[config.mk]
export PLATFORM = sky130hd
export DESIGN_NAME = alu_arbiter
export DESIGN_NICKNAME = d
export VERILOG_FILES = /design/src/rtl/alu_arbiter.sv
export SDC_FILE = /design/constraint.sdc
export NUM_CORES = 1
export LEC_CHECK = 0
export ABC_AREA = 1
export BUFFER_PORTS_ARGS = -buffer_cell sky130_fd_sc_hd__buf_2
export CAP_MARGIN = 30
export CORE_MARGIN = 5
export CORE_UTILIZATION = 41
export DETAILED_ROUTE_END_ITERATION = 8
export MAX_ROUTING_LAYER = met4
export PLACE_DENSITY = 0.87
export SYNTH_ARGS = -nofsm -noshare
export SYNTH_HDL_FRONTEND = slang
export SYNTH_SLANG_ARGS = --single-unit
[constraint.sdc]
create_clock -name clk -period 1 [get_ports clk]
set_input_delay 0.1 -clock clk [delete_from_list [all_inputs] [get_ports clk]]
set_output_delay 0.1 -clock clk [all_outputs]
set_load 0.02 [all_outputs]
[src/rtl/alu_arbiter.sv]
// Round-robin arbiter sharing one 8-bit ALU between two requesters.
// Latches the winner's operands, drives the ALU for one cycle, and captures result/flags.
module alu_arbiter #(
   parameter int unsigned WIDTH  = 8,
   parameter int unsigned FUNC_W = 3
) (
   input  logic              clk,
   input  logic              rst,
   input  logic              req0,
   input  logic              req1,
   input  logic [WIDTH-1:0]  a0,
   input  logic [WIDTH-1:0]  a1,
   input  logic [WIDTH-1:0]  b0,
   input  logic [WIDTH-1:0]  b1,
   input  logic [FUNC_W-1:0] func0,
   input  logic [FUNC_W-1:0] func1,
   input  logic              ci0,
   input  logic              ci1,
   input  logic              fwe0,
   input  logic              fwe1,
   output logic              gnt0,
   output logic              gnt1,
   output logic              done0,
   output logic              done1,
   output logic [WIDTH-1:0]  result,
   output logic              flag_c,
   output logic              flag_z,
   output logic              flag_n,
   output logic              busy,
   output logic [WIDTH-1:0]  alu_a,
   output logic [WIDTH-1:0]  alu_b,
   output logic [FUNC_W-1:0] alu_func,
   output logic              alu_ci,
   input  logic [WIDTH-1:0]  alu_res,
   input  logic              alu_co,
   input  logic              alu_z,
   input  logic              alu_n
);

   typedef enum logic [1:0] {
      IDLE = 2'd0,
      EXEC = 2'd1,
      DONE = 2'd2
   } state_t;

   state_t              state_q,  state_d;
   logic                last_q,   last_d;
   logic                port_q,   port_d;
   logic                fwe_q,    fwe_d;
   logic                gnt0_q,   gnt0_d;
   logic                gnt1_q,   gnt1_d;
   logic                done0_q,  done0_d;
   logic                done1_q,  done1_d;
   logic                busy_q,   busy_d;
   logic [WIDTH-1:0]    result_q, result_d;
   logic                fc_q,     fc_d;
   logic                fz_q,     fz_d;
   logic                fn_q,     fn_d;
   logic [WIDTH-1:0]    alu_a_q,  alu_a_d;
   logic [WIDTH-1:0]    alu_b_q,  alu_b_d;
   logic [FUNC_W-1:0]   alu_f_q,  alu_f_d;
   logic                alu_ci_q, alu_ci_d;
   logic                win1_c;

   // Port 1 wins when it is the only requester, or on a tie when port 0 was served last.
   assign win1_c = req1 && (!req0 || !last_q);

   // Next-state and output logic; the alu_* registers double as the latched op operands.
   always_comb begin
      state_d  = state_q;
      last_d   = last_q;
      port_d   = port_q;
      fwe_d    = fwe_q;
      gnt0_d   = 1'b0;
      gnt1_d   = 1'b0;
      done0_d  = 1'b0;
      done1_d  = 1'b0;
      result_d = result_q;
      fc_d     = fc_q;
      fz_d     = fz_q;
      fn_d     = fn_q;
      alu_a_d  = alu_a_q;
      alu_b_d  = alu_b_q;
      alu_f_d  = alu_f_q;
      alu_ci_d = alu_ci_q;

      case (state_q)
         IDLE: begin
            if (req0 || req1) begin
               port_d   = win1_c;
               last_d   = win1_c;
               gnt0_d   = !win1_c;
               gnt1_d   = win1_c;
               alu_a_d  = win1_c ? a1    : a0;
               alu_b_d  = win1_c ? b1    : b0;
               alu_f_d  = win1_c ? func1 : func0;
               alu_ci_d = win1_c ? ci1   : ci0;
               fwe_d    = win1_c ? fwe1  : fwe0;
               state_d  = EXEC;
            end
         end
         EXEC: begin
            result_d = alu_res;
            if (fwe_q) begin
               fc_d = alu_co;
               fz_d = alu_z;
               fn_d = alu_n;
            end
            done0_d = !port_q;
            done1_d = port_q;
            state_d = DONE;
         end
         DONE: begin
            state_d = IDLE;
         end
         default: begin
            state_d = IDLE;
         end
      endcase

      busy_d = (state_d != IDLE);
   end

   // State and output registers with synchronous reset.
   always_ff @(posedge clk) begin
      if (rst) begin
         state_q  <= IDLE;
         last_q   <= 1'b1;
         port_q   <= 1'b0;
         fwe_q    <= 1'b0;
         gnt0_q   <= 1'b0;
         gnt1_q   <= 1'b0;
         done0_q  <= 1'b0;
         done1_q  <= 1'b0;
         busy_q   <= 1'b0;
         result_q <= '0;
         fc_q     <= 1'b0;
         fz_q     <= 1'b0;
         fn_q     <= 1'b0;
         alu_a_q  <= '0;
         alu_b_q  <= '0;
         alu_f_q  <= '0;
         alu_ci_q <= 1'b0;
      end else begin
         state_q  <= state_d;
         last_q   <= last_d;
         port_q   <= port_d;
         fwe_q    <= fwe_d;
         gnt0_q   <= gnt0_d;
         gnt1_q   <= gnt1_d;
         done0_q  <= done0_d;
         done1_q  <= done1_d;
         busy_q   <= busy_d;
         result_q <= result_d;
         fc_q     <= fc_d;
         fz_q     <= fz_d;
         fn_q     <= fn_d;
         alu_a_q  <= alu_a_d;
         alu_b_q  <= alu_b_d;
         alu_f_q  <= alu_f_d;
         alu_ci_q <= alu_ci_d;
      end
   end

   assign gnt0     = gnt0_q;
   assign gnt1     = gnt1_q;
   assign done0    = done0_q;
   assign done1    = done1_q;
   assign busy     = busy_q;
   assign result   = result_q;
   assign flag_c   = fc_q;
   assign flag_z   = fz_q;
   assign flag_n   = fn_q;
   assign alu_a    = alu_a_q;
   assign alu_b    = alu_b_q;
   assign alu_func = alu_f_q;
   assign alu_ci   = alu_ci_q;

endmodule

==> flow_summary.toml <==
[floorplan]
core_area_um2 = 4660
die_x_um = 79.0
rows = 25
initial_core_util_pct = 41.9
io_pins = 93
die_area_um2 = 6240
die_h_um = 79.0

[power]
power_leakage_nw = 1.46
switching_share_pct = 30.5
p_int_w = 0.00315
p_sw_w = 0.00138
power_frac_comb_pct = 28.2
pwr-share-seq_pct = 41.7
pwr-share-clk_pct = 30.1
power_density_nw_per_um2 = 1620
peakVddDrop_mv = 0.834

[drt]
firstDrtPassIters = 4
routed_wirelength_um = 5080
antenna_left = 0
drc_errors = 0
drt_iter0_drc = 49
vias_per_cell = 4.61
wl_per_cell_um = 11.6
num_vias = 2024

[setup_path]
worst_r2r_path_depth = 7
worstPathCellList = "inv_1 -> nand2_2 -> nor2_4 -> clkbuf_16 -> nand2_1 -> nor2_1 -> nor2_1"
critPathLaunchType = "flip-flop"
endpoint = "alu_a[4]"
critPathArrivalTime_ps = 1290
r2r_setup_slack_ps = -90
cp.depth = 7
end_kind = "flip-flop"
slowest_delay_ps = 370
path_class = "reg -> reg"
crit_fanout = 10
worstReg2RegEnd = "alu_a[4]"
path_buf_inv = 2
cp.required_ps = 1190
startpoint = "state_q[1]"
path_delay_family = "simple AND/OR/NAND/NOR gates"
slowest_stage = "dfxtp_4"
worst_path_most_repeated_cell = "nor2_1"
r2r-start = "state_q[1]"

[timing]
drv_slew = 0
timing.final.crit_share_pct = 109
rsz0062_at_grt = "true"
worst_pin_slew_ps = 263
setup_ws_ps = -94.9
finalHoldViolCount = 0
period_needed_ps = 1090
fin_skew_ps = 2.53
setup_viol = 35
hold_slack_ps = 23.8
fmax_mhz = 913
relSlewSlack_pct = 82.4

[status]
status = "finished with violations"
violations = "setup timing"

[grt]
grt_antenna_before_repair = 0
grt_pass1_wl_um = 8050
grt_overflow_total = 0
grt_max_degree = 29
grt_pass1_vias = 1880
track_usage_pct = 16.6

[placed_design]
portBuffers = 92
dpl.hpwl_um = 3650
dp.cells = 429
gp_congestion = 0.769
placed_cell_area_um2 = 2530
pre_cts_ws_ps = -80.2

[clock_network]
cts_sinks = 41
clk_latency_ps = 290
cts_max_level = 2
cts_tree = "built"
numCtsBuffers = 5
path_clk_slew_ps = 80
cts_hold_buffers = 0
cts_max_path_buffers = 2
cts_root_buf = "clkbuf_8"

[layout]
fin_area_um2 = 2800
drive_above_1_share_pct = 40.0
final_cell_mix = "buf_2 (92), nand2_1 (62), nor2_1 (58)"
ff_latch_area_um2 = 826
fillers = 426
area_growth_pct = 43.5
final_common_cell = "buf_2"
finalNonFillerCells = 439
antenna_cells = 0
multi_input_area_um2 = 1020
fin_nets = 441

[synthesis]
syn_area_per_cell_um2 = 6.80
syn_nets = 344
synth_cell_types = 21
syn_inst = 287
synth_area_um2 = 1950
ys_seq_area_share_pct = 42.1
ys_seq_elements = 41
yosys_warnings = 0

[worst_hold_path]
worst_hold_path_type = "in -> reg"
whs_path_depth = 3

[flow_run]
cap_violations = 0
-- cell families (layout without fill, tap and decap cells) --
logic type | after synthesis | after routing | share of synthesized area (%)
flip-flops | 41 | 41 | 42.1
buffers and inverters | 45 | 143 | 10.9
AO/OA/AOI/OAI | 35 | 35 | 12.2
AND/OR/NAND/NOR | 166 | 166 | 34.8
-- Yosys cell counts, drive strengths merged --
| library cell | count | area (µm²) |
|---|---|---|
| dfxtp | 41 | 821 |
| clkbuf | 2 | 8.75 |
| nor3 | 1 | 5.00 |
| nor2 | 66 | 265 |
| o21ai | 11 | 66.3 |
| nand3 | 26 | 130 |
| buf | 16 | 103 |
| a21oi | 3 | 15.0 |
| and2 | 1 | 6.26 |
| nand2 | 72 | 273 |
| inv | 27 | 101 |
| a21boi | 21 | 158 |
-- tightest hold or removal path, delay by kind of cell --
family	cells	cell delay (ps)
buf+inv	1	80
simple gates	2	90
-- routing by layer --
metal | up-vias | GRT usage [%] | routed length (µm)
met5 | - | - | 0
met4 | 0 | 5.15 | 65
met3 | 6 | 4.31 | 324
met2 | 59 | 29.1 | 2550
met1 | 881 | 18.6 | 2150
li1 | 1078 | - | -
-- what timing repair did --
action                                  CTS  global route
buffers inserted                          1             0
gates cloned                              0             1
resized for setup                        15            31
endpoints found under the setup margin   35            38
pin swaps                                 1            11
-- how the worst min path moves through the flow --
stage / start / endpoint / slack, ps
global placement: alu_res[0] / result[0] / 330
finish: alu_res[0] / result[0] / 20
floorplan: alu_res[0] / result[0] / 230
CTS: alu_res[0] / result[0] / 30
detailed placement: alu_res[0] / result[0] / 340
global route: alu_res[7] / result[7] / 30
-- sequential cells by signal (all words and copies together) (netlist names) --
| name | count |
|---|---|
| alu_a | 8 |
| alu_b | 8 |
| result | 8 |
| alu_func | 3 |
| state_q | 2 |
| alu_ci | 1 |
| busy | 1 |
| done0 | 1 |
| done1 | 1 |
| flag_c | 1 |
| flag_n | 1 |
| flag_z | 1 |
| fwe_q | 1 |
| gnt0 | 1 |
| gnt1 | 1 |
| last_q | 1 |
| port_q | 1 |
-- metrics by stage --
stage / TNS [ps] / total power [W] / util (%)
after detailed placement: -1740 / 0.00308 / 54.2
after floorplan: -223 / 0.00266 / -
final: -2260 / 0.00453 / 60.1
after global placement: -785 / 0.00304 / 54.2
after CTS: -1330 / 0.00450 / 57.9
after global routing: -5020 / 0.00483 / 60.1
-- power by group through the flow --
stage	Combinational, W	Clock [W]	Sequential, W
6_report	0.00128	0.00136	0.00189
5_1_grt	0.00142	0.00149	0.00191
4_1_cts	0.00121	0.00141	0.00188
3_5_place_dp	0.00116	0	0.00191
3_3_place_gp	0.00114	0	0.00191
2_1_floorplan	0.000574	0	0.00208
-- area by class of cell --
cell class | count | area share [%]
well taps | 54 | 2.41
flip-flops and latches | 41 | 29.5
inverters | 27 | 3.71
repair buffers | 108 | 23.7
multi-input cells | 201 | 36.4
clock buffers | 6 | 2.95
clock inverters | 2 | 1.34
(Power assumes the default switching activity.)
